## src/rtl/mmio_timer_gpio_if.sv

```systemverilog
`default_nettype none
// ============================================================================
// Module   : mmio_timer_gpio_if
// Brief    : Core data-memory bus (read/write strobes, address, data, hit).
// Revision : 1.0 - initial release
// ============================================================================
interface mmio_timer_gpio_if #(
    parameter int RAM_DATA = 32,
    parameter int RAM_ADD  = 10
);
    logic                read;
    logic                write;
    logic [RAM_ADD-1:0]  address;
    logic [RAM_DATA-1:0] data_in;
    logic [RAM_DATA-1:0] data_out;
    logic                hit;

    modport master (
        output read, write, address, data_in,
        input  data_out, hit
    );

    modport slave (
        input  read, write, address, data_in,
        output data_out, hit
    );
endinterface
`default_nettype wire

```

## src/rtl/mmio_timer_gpio.sv

```systemverilog
`default_nettype none
// ============================================================================
// Module   : mmio_timer_gpio
// Brief    : 16-word MMIO window with prescaled compare timer, GPIO out/in.
// Revision : 1.0 - initial release
// ============================================================================
module mmio_timer_gpio #(
    parameter int                 RAM_DATA  = 32,
    parameter int                 RAM_ADD   = 10,
    parameter logic [RAM_ADD-1:0] BASE_ADDR = 10'h3F0,
    parameter int                 GPIO_W    = 8
) (
    input  wire logic              clk,
    input  wire logic              reset_n,
    mmio_timer_gpio_if.slave       bus,
    output logic                   irq,
    output logic [GPIO_W-1:0]      gpio_out,
    input  wire logic [GPIO_W-1:0] gpio_in
);
    localparam logic [3:0] c_OFF_CTRL     = 4'd0;
    localparam logic [3:0] c_OFF_COUNT    = 4'd1;
    localparam logic [3:0] c_OFF_COMPARE  = 4'd2;
    localparam logic [3:0] c_OFF_STATUS   = 4'd3;
    localparam logic [3:0] c_OFF_PRESCALE = 4'd4;
    localparam logic [3:0] c_OFF_GPIO_OUT = 4'd5;
    localparam logic [3:0] c_OFF_GPIO_IN  = 4'd6;

    logic [2:0]          r_ctrl;      // {IRQ_EN, AUTO_RELOAD, EN}
    logic [31:0]         r_count;
    logic [31:0]         r_compare;
    logic                r_match;
    logic [15:0]         r_prescale;
    logic [15:0]         r_pre_cnt;
    logic [GPIO_W-1:0]   r_gpio_out;
    logic [GPIO_W-1:0]   r_sync1;
    logic [GPIO_W-1:0]   r_sync2;

    logic                w_sel;
    logic [3:0]          w_off;
    logic                w_wr;
    logic                w_tick;
    logic                w_match_evt;
    logic [RAM_DATA-1:0] w_rdata;

    assign w_sel = (bus.address[RAM_ADD-1:4] == BASE_ADDR[RAM_ADD-1:4]);
    assign w_off = bus.address[3:0];
    assign w_wr  = bus.write & w_sel;

    assign w_tick = r_ctrl[0] & (r_pre_cnt == r_prescale);
    // A COUNT write in the tick cycle suppresses the compare entirely.
    assign w_match_evt = w_tick & ~(w_wr && w_off == c_OFF_COUNT) & (r_count == r_compare);

    always_ff @(posedge clk) begin
        if (!reset_n) begin
            r_pre_cnt <= 16'd0;
        end else if (w_wr && (w_off == c_OFF_CTRL || w_off == c_OFF_PRESCALE)) begin
            r_pre_cnt <= 16'd0;
        end else if (r_ctrl[0]) begin
            r_pre_cnt <= w_tick ? 16'd0 : r_pre_cnt + 16'd1;
        end
    end

    always_ff @(posedge clk) begin
        if (!reset_n) begin
            r_count <= 32'd0;
        end else if (w_wr && w_off == c_OFF_COUNT) begin
            r_count <= bus.data_in;
        end else if (w_tick) begin
            r_count <= (w_match_evt && r_ctrl[1]) ? 32'd0 : r_count + 32'd1;
        end
    end

    always_ff @(posedge clk) begin
        if (!reset_n) begin
            r_match <= 1'b0;
        end else if (w_match_evt) begin
            r_match <= 1'b1;
        end else if (w_wr && w_off == c_OFF_STATUS && bus.data_in[0]) begin
            r_match <= 1'b0;
        end
    end

    always_ff @(posedge clk) begin
        if (!reset_n) begin
            r_ctrl     <= 3'd0;
            r_compare  <= 32'hFFFF_FFFF;
            r_prescale <= 16'd0;
            r_gpio_out <= '0;
        end else if (w_wr) begin
            case (w_off)
                c_OFF_CTRL:     r_ctrl     <= bus.data_in[2:0];
                c_OFF_COMPARE:  r_compare  <= bus.data_in;
                c_OFF_PRESCALE: r_prescale <= bus.data_in[15:0];
                c_OFF_GPIO_OUT: r_gpio_out <= bus.data_in[GPIO_W-1:0];
                default:        ;
            endcase
        end
    end

    always_ff @(posedge clk) begin
        if (!reset_n) begin
            r_sync1 <= '0;
            r_sync2 <= '0;
        end else begin
            r_sync1 <= gpio_in;
            r_sync2 <= r_sync1;
        end
    end

    always_comb begin
        w_rdata = '0;
        if (bus.read && w_sel) begin
            case (w_off)
                c_OFF_CTRL:     w_rdata = RAM_DATA'(r_ctrl);
                c_OFF_COUNT:    w_rdata = r_count;
                c_OFF_COMPARE:  w_rdata = r_compare;
                c_OFF_STATUS:   w_rdata = RAM_DATA'(r_match);
                c_OFF_PRESCALE: w_rdata = RAM_DATA'(r_prescale);
                c_OFF_GPIO_OUT: w_rdata = RAM_DATA'(r_gpio_out);
                c_OFF_GPIO_IN:  w_rdata = RAM_DATA'(r_sync2);
                default:        w_rdata = '0;
            endcase
        end
    end

    assign bus.data_out = w_rdata;
    assign bus.hit      = w_sel & (bus.read | bus.write);
    assign irq          = r_match & r_ctrl[2];
    assign gpio_out     = r_gpio_out;
endmodule
`default_nettype wire

```

## src/flat_wrapper.sv

```systemverilog
// flat-port wrapper written by rule: the top's interface ports become plain ports
module mmio_timer_gpio_flat 
#(
    parameter int                 RAM_DATA  = 32,
    parameter int                 RAM_ADD   = 10,
    parameter logic [RAM_ADD-1:0] BASE_ADDR = 10'h3F0,
    parameter int                 GPIO_W    = 8
)
  (clk, reset_n, irq, gpio_out, gpio_in, bus_read, bus_write, bus_address, bus_data_in, bus_data_out, bus_hit);
  mmio_timer_gpio_if #(.RAM_DATA(RAM_DATA), .RAM_ADD(RAM_ADD)) bus_i ();
  input  wire logic clk;
  input  wire logic reset_n;
  output logic irq;
  output logic [GPIO_W-1:0] gpio_out;
  input  wire logic [GPIO_W-1:0] gpio_in;
  input wire logic [$bits(bus_i.read)-1:0] bus_read;
  input wire logic [$bits(bus_i.write)-1:0] bus_write;
  input wire logic [$bits(bus_i.address)-1:0] bus_address;
  input wire logic [$bits(bus_i.data_in)-1:0] bus_data_in;
  output wire logic [$bits(bus_i.data_out)-1:0] bus_data_out;
  output wire logic [$bits(bus_i.hit)-1:0] bus_hit;
  assign bus_i.read = bus_read;
  assign bus_i.write = bus_write;
  assign bus_i.address = bus_address;
  assign bus_i.data_in = bus_data_in;
  assign bus_data_out = bus_i.data_out;
  assign bus_hit = bus_i.hit;
  mmio_timer_gpio #(.RAM_DATA(RAM_DATA), .RAM_ADD(RAM_ADD), .BASE_ADDR(BASE_ADDR), .GPIO_W(GPIO_W)) u_core (.clk(clk), .reset_n(reset_n), .bus(bus_i), .irq(irq), .gpio_out(gpio_out), .gpio_in(gpio_in));
endmodule
```

## config.mk

```make
export PLATFORM = sky130hd
export DESIGN_NAME = mmio_timer_gpio_flat
export DESIGN_NICKNAME = d
export VERILOG_FILES = /design/src/rtl/mmio_timer_gpio_if.sv /design/src/rtl/mmio_timer_gpio.sv /design/src/flat_wrapper.sv
export SDC_FILE = /design/constraint.sdc
export NUM_CORES = 1
export LEC_CHECK = 0
export CAP_MARGIN = 20
export CELL_PAD_IN_SITES_DETAIL_PLACEMENT = 1
export CELL_PAD_IN_SITES_GLOBAL_PLACEMENT = 1
export CORE_MARGIN = 2
export CORE_UTILIZATION = 43
export DETAILED_ROUTE_END_ITERATION = 16
export GPL_TIMING_DRIVEN = 0
export PLACE_DENSITY_LB_ADDON = 0.08
export SYNTH_ARGS = -nofsm -noshare
export SYNTH_HDL_FRONTEND = slang
export SYNTH_SLANG_ARGS = --single-unit
```

## constraint.sdc

```tcl
create_clock -name clk -period 10.3 [get_ports clk]
set_clock_uncertainty 0.1 [all_clocks]
set_input_delay 3.09 -clock clk [delete_from_list [all_inputs] [get_ports clk]]
set_output_delay 3.09 -clock clk [all_outputs]
set_load 0.03 [all_outputs]
```

==> results of run 1 <==
==> report_power, final <==
| group | leakage [µW] | internal, µW | total, µW | switching (µW) |
|---|---|---|---|---|
| Sequential | 0.00100 | 483 | 484 | 1.25 |
| Clock | 0.000304 | 437 | 664 | 227 |
| Combinational | 0.00154 | 26.7 | 56.6 | 29.9 |
| Total | 0.00285 | 947 | 1210 | 258 |
==> logic make-up after synthesis <==
logic type | after synthesis | share of synthesized area [%]
XOR/XNOR | 64 | 8.75
flip-flops | 124 | 38.8
adder cells (fa/ha/maj) | 2 | 0.391
AO/OA/AOI/OAI | 181 | 17.9
AND/OR/NAND/NOR | 389 | 29.3
buffers and inverters | 65 | 3.89
multiplexers | 6 | 0.977
==> sequential cells by signal, indices dropped and copies added (netlist names) <==
| signal | flops |
|---|---|
| u_core.r_ctrl | 3 |
| u_core.r_sync1 | 8 |
| u_core.r_match | 1 |
| u_core.r_compare | 32 |
| u_core.gpio_out | 8 |
| u_core.r_count | 32 |
| u_core.r_sync2 | 8 |
| u_core.r_pre_cnt | 16 |
| u_core.r_prescale | 16 |
==> layout by cell type, fill, tap and decap left out, drive strengths merged, types with 4 or more instances in the layout <==
cell type / count
xor2: 55
and3: 18
a22oi: 30
a21boi: 24
nand3: 65
a222oi: 10
clkinvlp: 5
a31oi: 41
nand4: 12
bufinv: 4
o21ai: 65
and2: 21
or3: 11
dfxtp: 124
clkdlybuf4s50: 94
clkbuf: 84
nand2: 137
nor2: 67
xnor2: 9
or4: 6
nor4: 10
a21oi: 9
mux2i: 4
nor2b: 9
nor3: 7
nand2b: 7
nand3b: 13
==> final cells by class <==
| type | instances | share of cell area [%] |
|---|---|---|
| Buffer | 63 | 2.93 |
| Clock buffer | 23 | 6.05 |
| Clock inverter | 9 | 1.92 |
| Inverter | 2 | 0.0912 |
| Multi-Input combinational cell | 642 | 44.6 |
| Sequential cell | 124 | 30.2 |
| Tap cell | 184 | 2.80 |
| Timing Repair Buffer | 94 | 11.4 |
==> critical path, cell delays in order <==
cell and delay, ns:
sky130_fd_sc_hd__clkdlybuf4s50_1 0.62, sky130_fd_sc_hd__nand2b_1 0.13, sky130_fd_sc_hd__nor3_1 0.88, sky130_fd_sc_hd__clkbuf_1 0.55, sky130_fd_sc_hd__nand2_1 0.20, sky130_fd_sc_hd__a31oi_1 0.26, sky130_fd_sc_hd__clkdlybuf4s50_1 0.72
==> through the flow <==
stage               instances  instance area [µm²]  hold slack [ns]  setup slack (ns)  total power (µW)
finish                   1141                 8230            0.335             0.649              1210
global placement         1109                 7580            0.319             0.867               548
floorplan                 831                 6400            0.312              2.31               514
global route             1141                 8230            0.355             0.649              1230
detailed placement       1109                 7580            0.323             0.742               550
CTS                      1141                 8230            0.336             0.809              1200
==> metal layers <==
layer,wire length [µm],global-route usage [%],vias to the layer above
li1,-,-,3161
met1,10400,40.3,3394
met2,12300,53.9,316
met3,1700,6.12,67
met4,1190,16.2,0
met5,0,0,-
==> worst paths after layout <==
kind | endpoint | slack (ns) | depth (start not counted)
min | u_core.r_sync2[6] | 0.34 | 1
max reg2reg | u_core.r_count[28] | 6.50 | 10
max | bus_data_out[7] | 0.65 | 7
min reg2reg | u_core.r_sync2[6] | 0.34 | 1
==> results by stage, run 1 <==
Cells and area:
- The number of antenna diodes in the final layout is 0.
- Measured on the finished design, the core utilization comes to 56.6%.
- Summing all flip-flop and latch instances after layout gives 0.00248 mm².
- The number of fillers in the final layout is 1805.
- The multi-input gate area in the final layout is 0.00367 mm².
- The growth of design area from synthesis to finish is 28.5%.
- The fraction of layout cells with a size suffix above 1 is 4.08%.
- In the final design database the tool counted 1000 nets.

Die:
- The initial core utilization is 44.1%.
- The total I/O pin count is 96.
- The die span in x is 126 µm.
- The area inside the core boundary is 0.0145 mm².
- The row count is 44.
- In this run the vertical extent of the chip is 126 µm.
- The area of the die is 0.0159 mm².

Detailed routing:
- Using the TritonRoute via totals, the vias-per-cell ratio works out to 6.08.
- Once detail routing completed, the nets flagged for antenna violations numbered 0.
- The final wirelength is 25600 µm.
- Dividing the detail-routed wire length by the instance count gives 22.4 µm.
- The vias after detailed routing is 6938.
- The detailed router finished its first iteration with 553 violations.
- For this run, the detailed router's first-pass iteration total came to 5.
- For this run, design rule violations remaining after detail routing come to 0.

STA:
- The final-report hold violation count came to 0.
- The setup total negative slack is 0 ns.
- The slew at the pin with the worst max-slew slack is 1.14 ns.
- The count of final max-slew check failures came to 0.
- The share of the clock period used by the worst path after layout is 93.7%.
- Setup repair after global routing left no endpoint under its margin.
- For this run, the top clock speed supported by timing is 104 MHz.
- The final critical-path required period is 9.65 ns.
- The worst pin sits at a relative slew slack of 23.2%.
- Setup violations remaining at the end of the flow were counted as 0.

Setup path:
- The startpoint-to-endpoint class of the critical path is in -> out.
- STA classifies the critical path startpoint as a primary input.
- The required time of the critical path is 7.11 ns.
- The critical path starts at bus_address[0].
- The category of the worst setup path capture point is an output pin.
- The worst register-to-register path begins at u_core.r_count[25].
- In this run the worst path has a maximum fanout of 10.
- The data arrival time of the worst path is 6.46 ns.

Clock network:
- The total of cells resized after clock tree synthesis is 0.
- In this run, CTS created clock tree buffers numbering 17.
- The later-pin clock latency in the skew report is 0.42 ns.
- The quantity of hold-fixing buffers added after cts is 0.
- The CTS tree is built.
- The number of levels the H-tree was split into is 4.
- The number of post-CTS setup repair buffers is 0.
- The tree built by TritonCTS fans out to 124 sinks.
- After clock tree synthesis, the clock-pin slew on the worst setup and hold paths is 0.06 ns.
- No sink is reached through more buffers than the 2 on the longest clock path.
- CTS placed an instance of sky130_fd_sc_hd__clkbuf_16 at the clock tree root.

Worst hold path:
- The worst hold path begins at u_core.r_sync1[6].
- The path class of the lowest-slack min-delay path is reg -> reg.

Yosys:
- Counting flops and latches in the post-synthesis netlist gives 124.
- The synthesized design devotes to its leading area cell type 38.8% of total area.
- A synthesized cell averages 7.71 µm².
- Synthesis produced a netlist with a net count of 887.
- Counting instances in the post-synthesis netlist gives the leading cell types as 137 x sky130_fd_sc_hd__nand2_1, 124 x sky130_fd_sc_hd__dfxtp_1, 67 x sky130_fd_sc_hd__nor2_1, 65 x sky130_fd_sc_hd__nand3_1.
- The sequential cell area fraction in the yosys report is 38.8%.
- The post-synthesis async set-or-reset flop share is 0%.
- Summing every instance area after synthesis gives 0.00640 mm².
- The most frequently used cell type in the post-synthesis netlist is sky130_fd_sc_hd__nand2_1.
- Counting every instance in the synthesized netlist gives 831.
- The dominant synthesized flop cell is sky130_fd_sc_hd__dfxtp_1.
- Ranked by total cell area, the synthesized netlist is headed by sky130_fd_sc_hd__dfxtp_1 39%, sky130_fd_sc_hd__nand2_1 8.0%, sky130_fd_sc_hd__xor2_1 7.5%.
- The number of enable-type register cells in the synthesized netlist is 0.
- The distinct cell type count after synthesis is 38.
- During synthesis, Yosys emitted a total of 0 warnings.
- Summed over all instances, the cell type with the most area after synthesis is sky130_fd_sc_hd__dfxtp_1.

Global routing:
- Summed over all layers, the global routing overflow is 0.
- The first global-routing pass estimated 40600 µm of wire.
- The total routing usage reported by global routing is 32.5%.
- The number of global-route vias before repair is 7419.
- The largest net degree at the start of global routing is 17.
- The initial antenna violation count is 0.

Power:
- Summed over all cells, the static leakage comes to 0.00285 µW.
- IR analysis of the VDD net gives a maximum drop of 0.000109 V.
- The ratio of total power to cell area is 146 mW/mm².

Run:
- Max-cap violations in this run came to 0.

Placed design:
- At the end of routability-driven placement, the weighted congestion stood at 0.961.
- The estimated wirelength of the detail-placed design is 18300 µm.
- The total of buffers placed on input and output ports is 94.

Run status:
- The flow ran to the end, and the final reports show no timing, DRC or antenna violations.
(Power assumes the default switching activity.)
==> inputs of run 2 (changes only) <==
ABC_AREA = 1   (was not set)
CORE_UTILIZATION = 42   (was 43)
TNS_END_PERCENT = 100   (was not set)
==> run 2 against run 1 <==
  * Non-clock buffer count fell by 15
  * Core utilization fell by 3.1 points
  * Register-to-register slack improved by 1.4 ns
  * Sequential cell count stayed put
  * Worst hold slack got worse by 0.019 ns
==> results by stage, run 2 <==
Clock network:
- The number of levels the H-tree was split into came to 4 (unchanged).
- The CTS tree is built (unchanged).
- The cell at the root of the clock tree is sky130_fd_sc_hd__clkbuf_16 (unchanged).
- The clock buffer count from CTS is 17 (unchanged).
- The number of buffers between clock root and the deepest sink was 2 (unchanged).
- The later-pin clock latency in the skew report is 0.43 ns (was 0.42 ns).
- The number of post-CTS setup repair buffers was 0 (unchanged).
- The number of sinks driven by the clock tree came to 124 (unchanged).
- The quantity of hold-fixing buffers added after cts is 0 (unchanged).
- The total of cells resized after clock tree synthesis came to 0 (unchanged).
- The clock-pin transition on the worst setup and hold timing paths is 0.06 ns (about the same).

Run:
- The max capacitance violation total is 0 (unchanged).

STA:
- The setup total negative slack is 0 ns (unchanged).
- The final-report hold violation count is 0 (unchanged).
- The final critical-path required period is 9.17 ns (was 9.65 ns).
- The number of setup violations in the final report is 0 (unchanged).
- The slew at the pin with the worst max-slew slack is 0.822 ns (was 1.14 ns).
- The relative max-transition margin is 45.2% (was 23.2%).
- The share of the clock period used by the worst path after layout was 89.1% (was 93.7%).
- The count of final max-slew check failures came to 0 (unchanged).
- Unrepaired setup endpoints after global routing: false (unchanged).
- The upper clock frequency limit is 109 MHz (was 104 MHz).

Yosys:
- The synthesized area is 0.00745 mm² (was 0.00640 mm²).
- The most frequently used cell type in the post-synthesis netlist is sky130_fd_sc_hd__nand2_1 (unchanged).
- Cell types occupying the most area after synthesis: sky130_fd_sc_hd__dfxtp_1 33%, sky130_fd_sc_hd__nand2_1 21%, sky130_fd_sc_hd__inv_1 8.5% (was sky130_fd_sc_hd__dfxtp_1 39%, sky130_fd_sc_hd__nand2_1 8.0%, sky130_fd_sc_hd__xor2_1 7.5%).
- The dominant synthesized flop cell is sky130_fd_sc_hd__dfxtp_1 (unchanged).
- The area share of the largest cell type after synthesis came to 33.3% (was 38.8%).
- The sequential cell area fraction in the yosys report is 33.3% (was 38.8%).
- The distinct cell type count after synthesis was 36 (was 38).
- The number of enable-type register cells in the synthesized netlist was 0 (unchanged).
- The number of synthesized register bits is 124 (unchanged).
- The number of nets produced by synthesis was 1301 (was 887).
- The post-synthesis async set-or-reset flop share is 0% (unchanged).
- The Yosys warning count came to 0 (unchanged).
- The average footprint of a synthesized cell is 5.99 µm² (was 7.71 µm²).
- The library cell with the largest summed area after synthesis is sky130_fd_sc_hd__dfxtp_1 (unchanged).
- Ranking of synthesized cells by instance count: 421 x sky130_fd_sc_hd__nand2_1, 169 x sky130_fd_sc_hd__inv_1, 129 x sky130_fd_sc_hd__nor2_1, 124 x sky130_fd_sc_hd__dfxtp_1, 106 x sky130_fd_sc_hd__a21oi_1 (was 137 x sky130_fd_sc_hd__nand2_1, 124 x sky130_fd_sc_hd__dfxtp_1, 67 x sky130_fd_sc_hd__nor2_1, 65 x sky130_fd_sc_hd__nand3_1).
- The instance count of the mapped netlist came to 1245 (was 831).

Global routing:
- The number of global-route vias before repair is 8513 (was 7419).
- The initial antenna violation count is 0 (unchanged).
- The first-pass GRT wire length is 44600 µm (was 40600 µm).
- The total congestion overflow is 0 (unchanged).
- The largest net degree at the start of global routing is 17 (unchanged).
- The total routing usage reported by global routing is 30.9% (was 32.5%).

Run status:
- Run status: complete, no violations (unchanged).

Cells and area:
- The number of fillers in the final layout is 2434 (was 1805).
- Commonest cells after routing, fill and taps aside: 421 x sky130_fd_sc_hd__nand2_1, 169 x sky130_fd_sc_hd__inv_1, 129 x sky130_fd_sc_hd__nor2_1, 124 x sky130_fd_sc_hd__dfxtp_1, 106 x sky130_fd_sc_hd__a21oi_1 (was 137 x sky130_fd_sc_hd__nand2_1, 124 x sky130_fd_sc_hd__dfxtp_1, 94 x sky130_fd_sc_hd__clkdlybuf4s50_1, 67 x sky130_fd_sc_hd__nor2_1, 65 x sky130_fd_sc_hd__nand3_1).
- The share of the core filled with cells is 53.5% (was 56.6%).
- The growth of design area from synthesis to finish is 24.3% (was 28.5%).
- Registers with the most flip-flops: u_core.r_compare: 32 flops, u_core.r_count: 32 flops (unchanged).
- The number of diodes is 0 (unchanged).
- The multi-input gate area in the final layout is 0.00407 mm² (was 0.00367 mm²).
- The fraction of layout cells with a size suffix above 1 is 6.35% (was 4.08%).
- The area occupied by registers is 0.00248 mm² (unchanged).
- The layout net count is 1414 (was 1000).
- The leading cell type in the layout, fill and taps excluded is sky130_fd_sc_hd__nand2_1 (unchanged).

Detailed routing:
- The vias after detailed routing is 8516 (was 6938).
- The total length of routed met3 wires is 1620 µm (was 1700 µm).
- The met2 wire length is 13300 µm (was 12300 µm).
- The number of nets with antenna violations after routing was 0 (unchanged).
- The per-cell routed wire length came to 17.8 µm (was 22.4 µm).
- The final wirelength is 28400 µm (was 25600 µm).
- The number of design-rule violations left by the first detailed-router iteration came to 503 (was 553).
- The number of iterations in the first detailed-routing pass was 5 (unchanged).
- The top layer reached by signal wires is met4 (unchanged).
- The average vias per placed instance is 5.34 (was 6.08).
- The routed length on met1 is 12800 µm (was 10400 µm).
- The DRC violation count after routing is 0 (unchanged).

Setup path:
- The startpoint kind of the worst setup timing path is a primary input (unchanged).
- The maximum single-stage delay on the critical path is 0.71 ns (was 0.88 ns).
- The startpoint-to-endpoint class of the critical path was in -> out (unchanged).
- The category of the worst setup path capture point is an output pin (unchanged).
- The cell with the biggest individual delay on the critical path is sky130_fd_sc_hd__clkdlybuf4s50_1 (was sky130_fd_sc_hd__nor3_1).
- The required time of the critical path is 7.11 ns (about the same).
- The maximum fanout count along the critical path is 10 (unchanged).
- The data arrival time of the worst path was 5.98 ns (was 6.46 ns).
- Cell-by-cell listing of the critical path: clkdlybuf4s50_1 -> inv_2 -> nor2_1 -> nand2_4 -> inv_2 -> clkbuf_1 -> nand2_1 -> a31oi_1 -> clkdlybuf4s50_1 (was clkdlybuf4s50_1 -> nand2b_1 -> nor3_1 -> clkbuf_1 -> nand2_1 -> a31oi_1 -> clkdlybuf4s50_1).

Die:
- The row count is 48 (was 44).
- The area of the die is 0.0188 mm² (was 0.0159 mm²).
- The initial core utilization came to 43.1% (was 44.1%).
- The total I/O pin count is 96 (unchanged).
- The die height is 137 µm (was 126 µm).
- The area inside the core boundary is 0.0173 mm² (was 0.0145 mm²).
- The die span in x is 137 µm (was 126 µm).

Power:
- The part of the power in combinational logic is 5.0% (was 4.7%).
- The register share of total power is 42.0% (was 40.2%).
- The leakage component of the power was 0.00381 µW (was 0.00285 µW).
- The switching power as a share of total power is 24.7% (was 21.4%).
- The maximum VDD drop came to 0.000111 V (was 0.000109 V).
- The clock share of power came to 53.0% (was 55.1%).
- The internal portion of total power came to 867 µW (was 947 µW).
- The ratio of total power to cell area came to 124 mW/mm² (was 146 mW/mm²).
- The total net switching power is 285 µW (was 258 µW).

Placed design:
- The estimated wirelength of the detail-placed design is 21000 µm (was 18300 µm).
- The last weighted congestion value of the routability-driven placer was 0.892 (was 0.961).
- The total of buffers placed on input and output ports is 94 (unchanged).

Worst hold path:
- The path class of the lowest-slack min-delay path is reg -> reg (unchanged).
[run 2: area by class of cell]
type,instances,share of cell area (%)
plain buffers,48,2.46
flip-flops and latches,124,26.8
clock buffers,17,4.59
well taps,225,3.04
clock inverters,15,1.74
inverters,178,7.21
multi-input cells,895,44.0
repair buffers,94,10.2
[run 2: worst paths after layout]
| check | from | to | slack, ns | cells past startpoint |
|---|---|---|---|---|
| setup / recovery | bus_address[0] | bus_data_out[8] | 1.13 | 9 |
| hold / removal | u_core.r_sync1[2] | u_core.r_sync2[2] | 0.32 | 2 |
| setup reg to reg | u_core.r_ctrl[0] | u_core.r_count[28] | 7.93 | 10 |
| hold reg to reg | u_core.r_sync1[2] | u_core.r_sync2[2] | 0.32 | 2 |
[run 2: layer usage]
| metal | vias to the layer above | global-route usage (%) |
|---|---|---|
| li1 | 4133 | - |
| met1 | 4124 | 40.3 |
| met2 | 210 | 51.7 |
| met3 | 49 | 5.56 |
| met4 | 0 | 9.85 |
| met5 | - | 0 |
[run 2: metrics by stage]
step / hold slack (ns) / instances / power, µW / worst slack (ns) / instance area, µm²
6_report: 0.316 / 1596 / 1150 / 1.13 / 9260
2_1_floorplan: 0.290 / 1245 / 515 / 2.64 / 7450
3_3_place_gp: 0.294 / 1564 / 550 / 1.16 / 8670
3_5_place_dp: 0.305 / 1564 / 551 / 1.17 / 8670
4_1_cts: 0.319 / 1596 / 1160 / 1.16 / 9260
5_1_grt: 0.331 / 1596 / 1180 / 0.957 / 9260
[run 2: critical path, delay by kind of cell]
kind                   cells  cell delay, ns
AOI/OAI and AO/OA          1            0.23
buffers and inverters      5            2.17
and+or+nand+nor            3            0.48
[run 2: power by group through the flow]
| stage | Combinational [µW] | Clock, µW | Sequential [µW] |
|---|---|---|---|
| floorplan | 20.6 | 0 | 494 |
| global placement | 56.0 | 0 | 494 |
| detailed placement | 56.8 | 0 | 494 |
| CTS | 57.3 | 616 | 484 |
| global route | 62.0 | 637 | 484 |
| finish | 57.6 | 610 | 484 |
[run 2: kinds of logic (layout without fill, tap and decap cells)]
logic type,Yosys count,count (layout),share of synthesized area (%)
AOI/OAI and AO/OA,198,198,14.0
adders and majority gates,2,2,0.336
buffers and inverters,226,352,12.0
and+or+nand+nor,670,670,37.4
DFF,124,124,33.3
xor gates and xnor gates,25,25,2.94
==> inputs of run 3 (changes only) <==
CTS_CLUSTER_DIAMETER = 200   (was not set)
==> results of run 3 <==
Final layout, timing and power as in run 2 (identical DEF).
